**src/rtl/bc_disp_pkg.sv**
```systemverilog
// Shared types and constants for the Bulls & Cows display bus arbiter.
// Digits are 6-bit fields {enable, code[3:0], dp}; the bus packs d8..d1 MSB first.
package bc_disp_pkg;

   localparam int DIG_W       = 6;
   localparam int NUM_DIG     = 8;
   localparam int BUS_W       = DIG_W * NUM_DIG;
   localparam int DIG_EN      = 5;
   localparam int DIG_CODE_HI = 4;
   localparam int DIG_CODE_LO = 1;
   localparam int DIG_DP      = 0;

   // State encoding doubles as the src output value.
   typedef enum logic [1:0] {
      ST_GAME  = 2'd0,
      ST_WIN   = 2'd1,
      ST_SCORE = 2'd2,
      ST_OVER  = 2'd3
   } disp_state_e;

   localparam logic [3:0] CODE_ONE = 4'd1;
   localparam logic [3:0] CODE_TWO = 4'd2;
   localparam logic [3:0] CODE_P   = 4'hC;

   localparam logic [DIG_W-1:0] DIG_BLANK = 6'd0;

   function automatic logic [DIG_W-1:0] mk_digit(input logic [3:0] code);
      logic [DIG_W-1:0] d;
      d                          = DIG_BLANK;
      d[DIG_EN]                  = 1'b1;
      d[DIG_CODE_HI:DIG_CODE_LO] = code;
      d[DIG_DP]                  = 1'b0;
      return d;
   endfunction

   function automatic int max3(input int a, input int b, input int c);
      int m;
      m = (a > b) ? a : b;
      return (m > c) ? m : c;
   endfunction

   localparam logic [BUS_W-1:0] BUS_BLANK = {NUM_DIG{DIG_BLANK}};
   localparam logic [BUS_W-1:0] BANNER_P1 = {mk_digit(CODE_P), mk_digit(CODE_ONE), {6{DIG_BLANK}}};
   localparam logic [BUS_W-1:0] BANNER_P2 = {mk_digit(CODE_P), mk_digit(CODE_TWO), {6{DIG_BLANK}}};

endpackage

```
**src/rtl/hold_timer.sv**
```systemverilog
// Loadable down-counter that stops at zero; expired is high while the count is zero.
module hold_timer #(
   parameter int W = 8
) (
   input  logic         clock,
   input  logic         reset,
   input  logic         load,
   input  logic [W-1:0] load_val,
   output logic         expired
);

   logic [W-1:0] count_q;
   logic [W-1:0] count_d;

   always_comb begin
      count_d = count_q;
      if (load) begin
         count_d = load_val;
      end else if (count_q != '0) begin
         count_d = count_q - 1'b1;
      end
   end

   always_ff @(posedge clock) begin
      if (reset) begin
         count_q <= '0;
      end else begin
         count_q <= count_d;
      end
   end

   assign expired = (count_q == '0);

endmodule

```
**src/rtl/disp_arbiter.sv**
```systemverilog
// Time-shares the 8-digit display bus between game digits, score digits and a
// winner banner, and runs the end-of-match blink view.
module disp_arbiter
   import bc_disp_pkg::*;
#(
   parameter int WIN_HOLD   = 200_000_000,
   parameter int SCORE_HOLD = 300_000_000,
   parameter int BLINK_HALF = 50_000_000
) (
   input  logic             clock,
   input  logic             reset,
   input  logic [BUS_W-1:0] game_dig,
   input  logic [BUS_W-1:0] score_dig,
   input  logic             p1_win,
   input  logic             p2_win,
   input  logic             score_req,
   input  logic             game_over,
   output logic [BUS_W-1:0] out_dig,
   output logic [1:0]       src,
   output logic             busy
);

   localparam int TW = $clog2(max3(WIN_HOLD, SCORE_HOLD, BLINK_HALF));

   localparam logic [TW-1:0] WIN_LD   = TW'(WIN_HOLD - 1);
   localparam logic [TW-1:0] SCORE_LD = TW'(SCORE_HOLD - 1);
   localparam logic [TW-1:0] BLINK_LD = TW'(BLINK_HALF - 1);

   disp_state_e      state_q, state_d;
   logic             winner_q, winner_d;   // 0 = player 1, 1 = player 2
   logic             phase_q, phase_d;     // blink phase: 0 = score, 1 = blank
   logic [BUS_W-1:0] out_dig_q, out_dig_d;
   logic [1:0]       src_q, src_d;
   logic             busy_q, busy_d;

   logic             tmr_load;
   logic [TW-1:0]    tmr_val;
   logic             tmr_expired;

   hold_timer #(.W(TW)) u_hold_timer (
      .clock    (clock),
      .reset    (reset),
      .load     (tmr_load),
      .load_val (tmr_val),
      .expired  (tmr_expired)
   );

   wire any_win = p1_win | p2_win;

   always_comb begin
      state_d  = state_q;
      winner_d = winner_q;
      phase_d  = phase_q;
      tmr_load = 1'b0;
      tmr_val  = '0;

      case (state_q)
         ST_GAME: begin
            if (any_win) begin
               state_d  = ST_WIN;
               tmr_load = 1'b1;
               tmr_val  = WIN_LD;
               winner_d = ~p1_win;
            end else if (game_over) begin
               state_d  = ST_OVER;
               tmr_load = 1'b1;
               tmr_val  = BLINK_LD;
               phase_d  = 1'b0;
            end else if (score_req) begin
               state_d  = ST_SCORE;
               tmr_load = 1'b1;
               tmr_val  = SCORE_LD;
            end
         end

         ST_WIN: begin
            if (tmr_expired) begin
               if (game_over) begin
                  state_d  = ST_OVER;
                  tmr_load = 1'b1;
                  tmr_val  = BLINK_LD;
                  phase_d  = 1'b0;
               end else begin
                  state_d = ST_GAME;
               end
            end
         end

         ST_SCORE: begin
            if (any_win) begin
               state_d  = ST_WIN;
               tmr_load = 1'b1;
               tmr_val  = WIN_LD;
               winner_d = ~p1_win;
            end else if (score_req) begin
               tmr_load = 1'b1;
               tmr_val  = SCORE_LD;
            end else if (tmr_expired) begin
               if (game_over) begin
                  state_d  = ST_OVER;
                  tmr_load = 1'b1;
                  tmr_val  = BLINK_LD;
                  phase_d  = 1'b0;
               end else begin
                  state_d = ST_GAME;
               end
            end
         end

         ST_OVER: begin
            // Terminal view: only the blink timer runs until reset.
            if (tmr_expired) begin
               phase_d  = ~phase_q;
               tmr_load = 1'b1;
               tmr_val  = BLINK_LD;
            end
         end

         default: begin
            state_d = ST_GAME;
         end
      endcase
   end

   // Outputs follow the next state so the bus changes one cycle after the cause.
   always_comb begin
      out_dig_d = BUS_BLANK;
      case (state_d)
         ST_GAME:  out_dig_d = game_dig;
         ST_WIN:   out_dig_d = winner_d ? BANNER_P2 : BANNER_P1;
         ST_SCORE: out_dig_d = score_dig;
         ST_OVER:  out_dig_d = phase_d ? BUS_BLANK : score_dig;
         default:  out_dig_d = BUS_BLANK;
      endcase
      src_d  = state_d;
      busy_d = (state_d == ST_WIN) || (state_d == ST_SCORE);
   end

   always_ff @(posedge clock) begin
      if (reset) begin
         state_q   <= ST_GAME;
         winner_q  <= 1'b0;
         phase_q   <= 1'b0;
         out_dig_q <= BUS_BLANK;
         src_q     <= 2'd0;
         busy_q    <= 1'b0;
      end else begin
         state_q   <= state_d;
         winner_q  <= winner_d;
         phase_q   <= phase_d;
         out_dig_q <= out_dig_d;
         src_q     <= src_d;
         busy_q    <= busy_d;
      end
   end

   assign out_dig = out_dig_q;
   assign src     = src_q;
   assign busy    = busy_q;

endmodule

```
**config.mk**
```make
export PLATFORM = sky130hd
export DESIGN_NAME = disp_arbiter
export DESIGN_NICKNAME = d
export VERILOG_FILES = /design/src/rtl/bc_disp_pkg.sv /design/src/rtl/hold_timer.sv /design/src/rtl/disp_arbiter.sv
export SDC_FILE = /design/constraint.sdc
export NUM_CORES = 1
export LEC_CHECK = 0
export BUFFER_PORTS_ARGS = -buffer_cell sky130_fd_sc_hd__buf_2
export CAP_MARGIN = 20
export CORE_MARGIN = 4
export CORE_UTILIZATION = 40
export DETAILED_ROUTE_END_ITERATION = 12
export PLACE_DENSITY = 0.67
export SYNTH_ARGS = -nofsm -noshare
export SYNTH_HDL_FRONTEND = slang
export SYNTH_HIERARCHICAL = 1
export SYNTH_SLANG_ARGS = --single-unit
```
**constraint.sdc**
```tcl
create_clock -name clock -period 6.11 [get_ports clock]
set_input_delay 0.9165 -clock clock [delete_from_list [all_inputs] [get_ports clock]]
set_output_delay 0.9165 -clock clock [all_outputs]
set_load 0.02 [all_outputs]
```
---- Word-level counts from Yosys, hierarchy flattened ----
Index checks and enable logic that the tools add are counted.
storage, ports and cells
  register bits ........................... 82
  output and inout port bits .............. 51
operators by class
  muxes and demuxes ....................... 40
  equality and inequality tests ........... 6
  reductions and logical operators ........ 7
  bitwise logic cells ..................... 3
  add/subtract/negate cells ............... 1
operators with widths
  kind                                                                  number
  29-bit two-way mux                                                    8
  48-bit case mux with 4 select lines                                   1
  29-bit case mux with 4 select lines                                   1
  26-bit two-way mux                                                    2
  48-bit two-way mux                                                    1
  39-bit two-way mux                                                    1
  29-bit logical NOT                                                    1
  29-bit nonzero test                                                   1
  29-bit by 1-bit subtractor with 29-bit output, second input constant  1
  1-bit two-way mux                                                     16
  2-bit two-way mux                                                     7
  2-bit == test, second input constant                                  4
  1-bit case mux with 4 select lines                                    2
  2-bit case mux with 3 select lines                                    1
  2-bit by 1-bit == test with 1-bit output, second input constant       2
  2-bit logical NOT                                                     2
  1-bit inverter                                                        2
  2-bit nonzero test                                                    1
  2-bit OR reduction                                                    1
  1-bit logical OR                                                      1
  1-bit bitwise OR                                                      1

---- Depth between registers and ports, before layout ----
  depth in word-level cells ............... 7
  gate-level depth with buffers ........... 16
  mapped depth without buffers ............ 14

---- Modules after synthesis ----
Netlist, hierarchy kept.
modules (own cells, without submodules)
  module        area an instance (µm²)  instances  cells an instance
  disp_arbiter  2457.4                  1          289
  hold_timer    1597.8                  1          191

---- Worst setup path after synthesis ----
No wires, ideal clock.
  path type ............................... register to register
  start point ............................. register u_hold_timer.count_q[9]
  end point ............................... register out_dig_q[0] (netlist: out_dig[0])
  data arrival time ....................... 3.234 ns
  buffers on the path ..................... 3
  cell stages (with the launch flop) ...... 15
  slack ................................... 2.801 ns
  clock period less this slack ............ 3.309 ns
  cell sequence ........................... dfxtp_1 > or4_4 > nor4_4 > nand4_4 > inv_2 > buf_2 > nor3_1 > nor2_1 > nor2_1 > a311oi_1 > ha_1 > clkbuf_1 > clkbuf_1 > nand2_1 > o22ai_1
between the ends
  word-level cells in the longest chain between the ends .. 7
  elaborated cells on any way between the ends .. 16
  those cells by class .................... eq/ne: 3; mux: 11; reduce/logical: 2
RTL lines
  item                                                                                             line                                    source
  start: declaration                                                                               hold_timer.sv:12                        logic [W-1:0] count_q;
  start signal: assignment                                                                         hold_timer.sv:28                        count_q <= count_d;
  29-bit logical NOT (*)                                                                           hold_timer.sv:32                        assign expired = (count_q == '0);
  named net tmr_expired                                                                            disp_arbiter.sv:38                      logic tmr_expired;
  2-bit two-way mux / 1-bit two-way mux (equally long branches)                                    disp_arbiter.sv:77, disp_arbiter.sv:98
  2-bit two-way mux / 1-bit two-way mux (equally long branches)                                    disp_arbiter.sv:95                      end else if (score_req) begin
  2-bit two-way mux / 1-bit two-way mux (equally long branches)                                    disp_arbiter.sv:90                      if (any_win) begin
  2-bit case mux with 3 select lines / 1-bit case mux with 4 select lines (equally long branches)  disp_arbiter.sv:57                      case (state_q)
  2-bit == test (tied with other cells)                                                            disp_arbiter.sv:128                     case (state_d)
  48-bit case mux with 4 select lines (*)                                                          disp_arbiter.sv:128
  end signal: assignment                                                                           disp_arbiter.sv:151                     out_dig_q <= out_dig_d;
  end: declaration                                                                                 disp_arbiter.sv:32                      logic [BUS_W-1:0] out_dig_q, out_dig_d;
The timed path passes the listed nets; every way through them passes the cells marked *.
A chain may end at the register's enable or synchronous reset.

---- Worst setup path in the final report ----
  start point ............................. register u_hold_timer.count_q[17]
  end point ............................... register out_dig_q[39] (netlist: out_dig[39])
Same word-level chain as after synthesis.

==> flow_summary.ini <==
[route]
wl_per_cell_um = 14.68
num_vias = 3907
drc = 0
wl_met2_um = 5327
drtIter0Drc = 194
antenna_left = 0
drt-total-wl_um = 11050
first_pass_iters = 4
drt-vias-per-instance = 5.189
wl_met3_um = 858
top_layer_used = met4
wl_met1_um = 4601

[power]
pwr-share-clk = 0.321
pwr-share-comb = 0.228
power_density_mw_per_mm2 = 264.9
peakVddDrop_v = 0.0001559
power.internal_mw = 0.9420
p_leak_nw = 2.151
switching_share = 0.2973
p_seq_frac = 0.451
p_switching_mw = 0.3986

[worst_hold_path]
hold_path_class = reg2reg

[synth]
ys.flop_type = dfxtp_1
yosys.area.top_type = dfxtp_1
synth-seq-area-share = 0.4048
synth.top_cell.area_share = 0.4048
synthesis.instances = 480
async_flop_share = 0
synth_cell_type_count = 54
yosysMostFrequentCell = dfxtp_1
yosys_warnings = 6
avgSynthCellArea_um2 = 8.448
synth-seq-cells = 82
netlist_area_mm2 = 0.004055
yosys-top-cells-count = dfxtp_1, nand2_1, nand3b_1, o22ai_1, nor2_1
synth_area_leaders = dfxtp_1, nand3b_1, nand2_1
synth_edf_count = 0

[worst_setup_path]
crit_arrival_ps = 4380
crit_type = reg2reg
critical_path.startpoint_type = flip-flop
worst_setup_path_end_kind = flip-flop
critical_path_peak_fanout = 69
cp_data_required_time_ps = 6290

[cts]
cts_made_buffers = 9
clk_latency_ps = 350
post_cts_resized = 0
cts_tree = done
clk_pin_slew_ps = 80
htree_num_levels = 3
post_cts_buffers = 0
cts_sinks = 82
cts-root-buf = clkbuf_8
cts_buffer_depth = 2
cts_hold_buf = 0

[sta]
tightest_slew_ps = 1026
finalSetupViolCount = 0
fmax_ghz = 0.2381
period_share = 0.6874
slew_violations = 0
skew_ps = 13.25
timing.final.ws_setup_ps = 1910
hold_violations = 0
slew_headroom = 0.3158
layout_min_cycle_time_ps = 4200
setup_tns_ps = 0
rsz0062_at_grt = no

[floorplan]
io_pins = 153
num_rows = 36
die_y_um = 108.7
die-area_mm2 = 0.01181
initial_core_util = 0.4130
die_width_um = 108.7
core_mm2 = 0.009819

[placed_design]
portBuffers = 152
place_hpwl_um = 8117
dpl-instance-area_mm2 = 0.004842
gp_congestion = 0.8277
pre_cts_ws_ps = 1907

[global_routing]
grtUsageTotal = 0.1853
grt_first_pass_wirelength_um = 17450
grt_max_degree = 70
grt_antenna_before_repair = 0
grt_pass1_vias = 3776
overflow = 0

[cells_and_area]
final_nets = 723
area_delta_synth_final_pct = 24.81
n_antenna_cell = 0
fin_area_mm2 = 0.005061
drive_gt1_frac = 0.3065

[job]
max-cap-violations = 0

[run_status]
status = finished clean
-- routing by layer --
layer / up-vias / GRT usage
li1: 1974 / -
met1: 1779 / 0.2219
met2: 135 / 0.3041
met3: 19 / 0.06098
met4: 0 / 0.08025
met5: - / 0
-- path summary, 6_finish.rpt --
kind / from / to / slack, ps / depth (start not counted)
worst max register to register: u_hold_timer/count_q[17] / out_dig[39] / 1910 / 12
worst min register to register: u_hold_timer/count_q[25] / u_hold_timer/count_q[25] / 550 / 2
worst min-delay path: u_hold_timer/count_q[25] / u_hold_timer/count_q[25] / 550 / 2
worst max-delay path: u_hold_timer/count_q[17] / out_dig[39] / 1910 / 12
-- critical path, cell delays in order, from the launching register on --
cell      delay [ps]
dfxtp_1          350
or4_1            620
nor3_4           280
nand4_4          190
inv_2            240
nor3_1            70
nor2_1            80
nor2_1            50
a311oi_1         490
ha_2             990
buf_4            380
nand3b_1         140
o22ai_1           90
-- kinds of logic after synthesis --
group	count (synthesis)	share of synthesized area
AND/OR/NAND/NOR	208	0.2857
XOR/XNOR	26	0.05616
adder cells (fa/ha/maj)	6	0.01851
multiplexers	1	0.002468
flip-flops	82	0.4048
other	1	0.0009248
buffers and inverters	46	0.05523
AO/OA/AOI/OAI	110	0.1762
-- area by class of cell --
class,count,area [µm²]
clock buffers,11,141.4
fillers,988,4758
clock inverters,5,77.57
repair buffers,155,783.3
multi-input cells,355,2206
flip-flops and latches,82,1642
well taps,133,166.4
inverters,12,45.04
-- layout by cell type, fill, tap and decap left out, drive strengths merged, types with 2 or more instances in the layout --
cell type	instances
buf	155
dfxtp	82
nand2	77
nand3b	45
o22ai	44
o21ai	32
nor2	29
xnor2	17
inv	12
clkbuf	11
nor3	10
nor4	10
xor2	9
or3	9
a21oi	8
ha	6
nand4	6
or4	5
a221oi	4
conb	4
nor2b	4
a21o	3
a31oi	3
a22o	3
nand3	3
a22oi	3
o31ai	3
or2	2
nand2b	2
nor3b	2
and3	2
bufinv	2
clkinv	2
-- per-stage QoR --
step	hold slack, ps	total power [mW]	cells	utilization
final	547.7	1.341	753	0.5154
after global routing	573.1	1.413	753	0.5154
after CTS	555.3	1.353	753	0.5154
after detailed placement	535.0	0.9216	737	0.4931
after global placement	516.2	0.9152	737	0.4931
after floorplan	485.5	0.8310	483	-
-- state kept, by name (all words and copies together) (netlist names) --
| signal | flops |
|---|---|
| out_dig | 48 |
| winner_q | 1 |
| u_hold_timer/count_q | 29 |
| phase_q | 1 |
| busy | 1 |
| src | 2 |
-- power by group through the flow --
stage	Combinational, mW	Sequential, mW	Clock [mW]
after floorplan	0.199	0.632	0
after global placement	0.300	0.615	0
after detailed placement	0.305	0.616	0
after CTS	0.307	0.604	0.441
after global routing	0.339	0.610	0.464
final	0.306	0.605	0.430
Note: power is estimated with default switching activity, not from simulation.
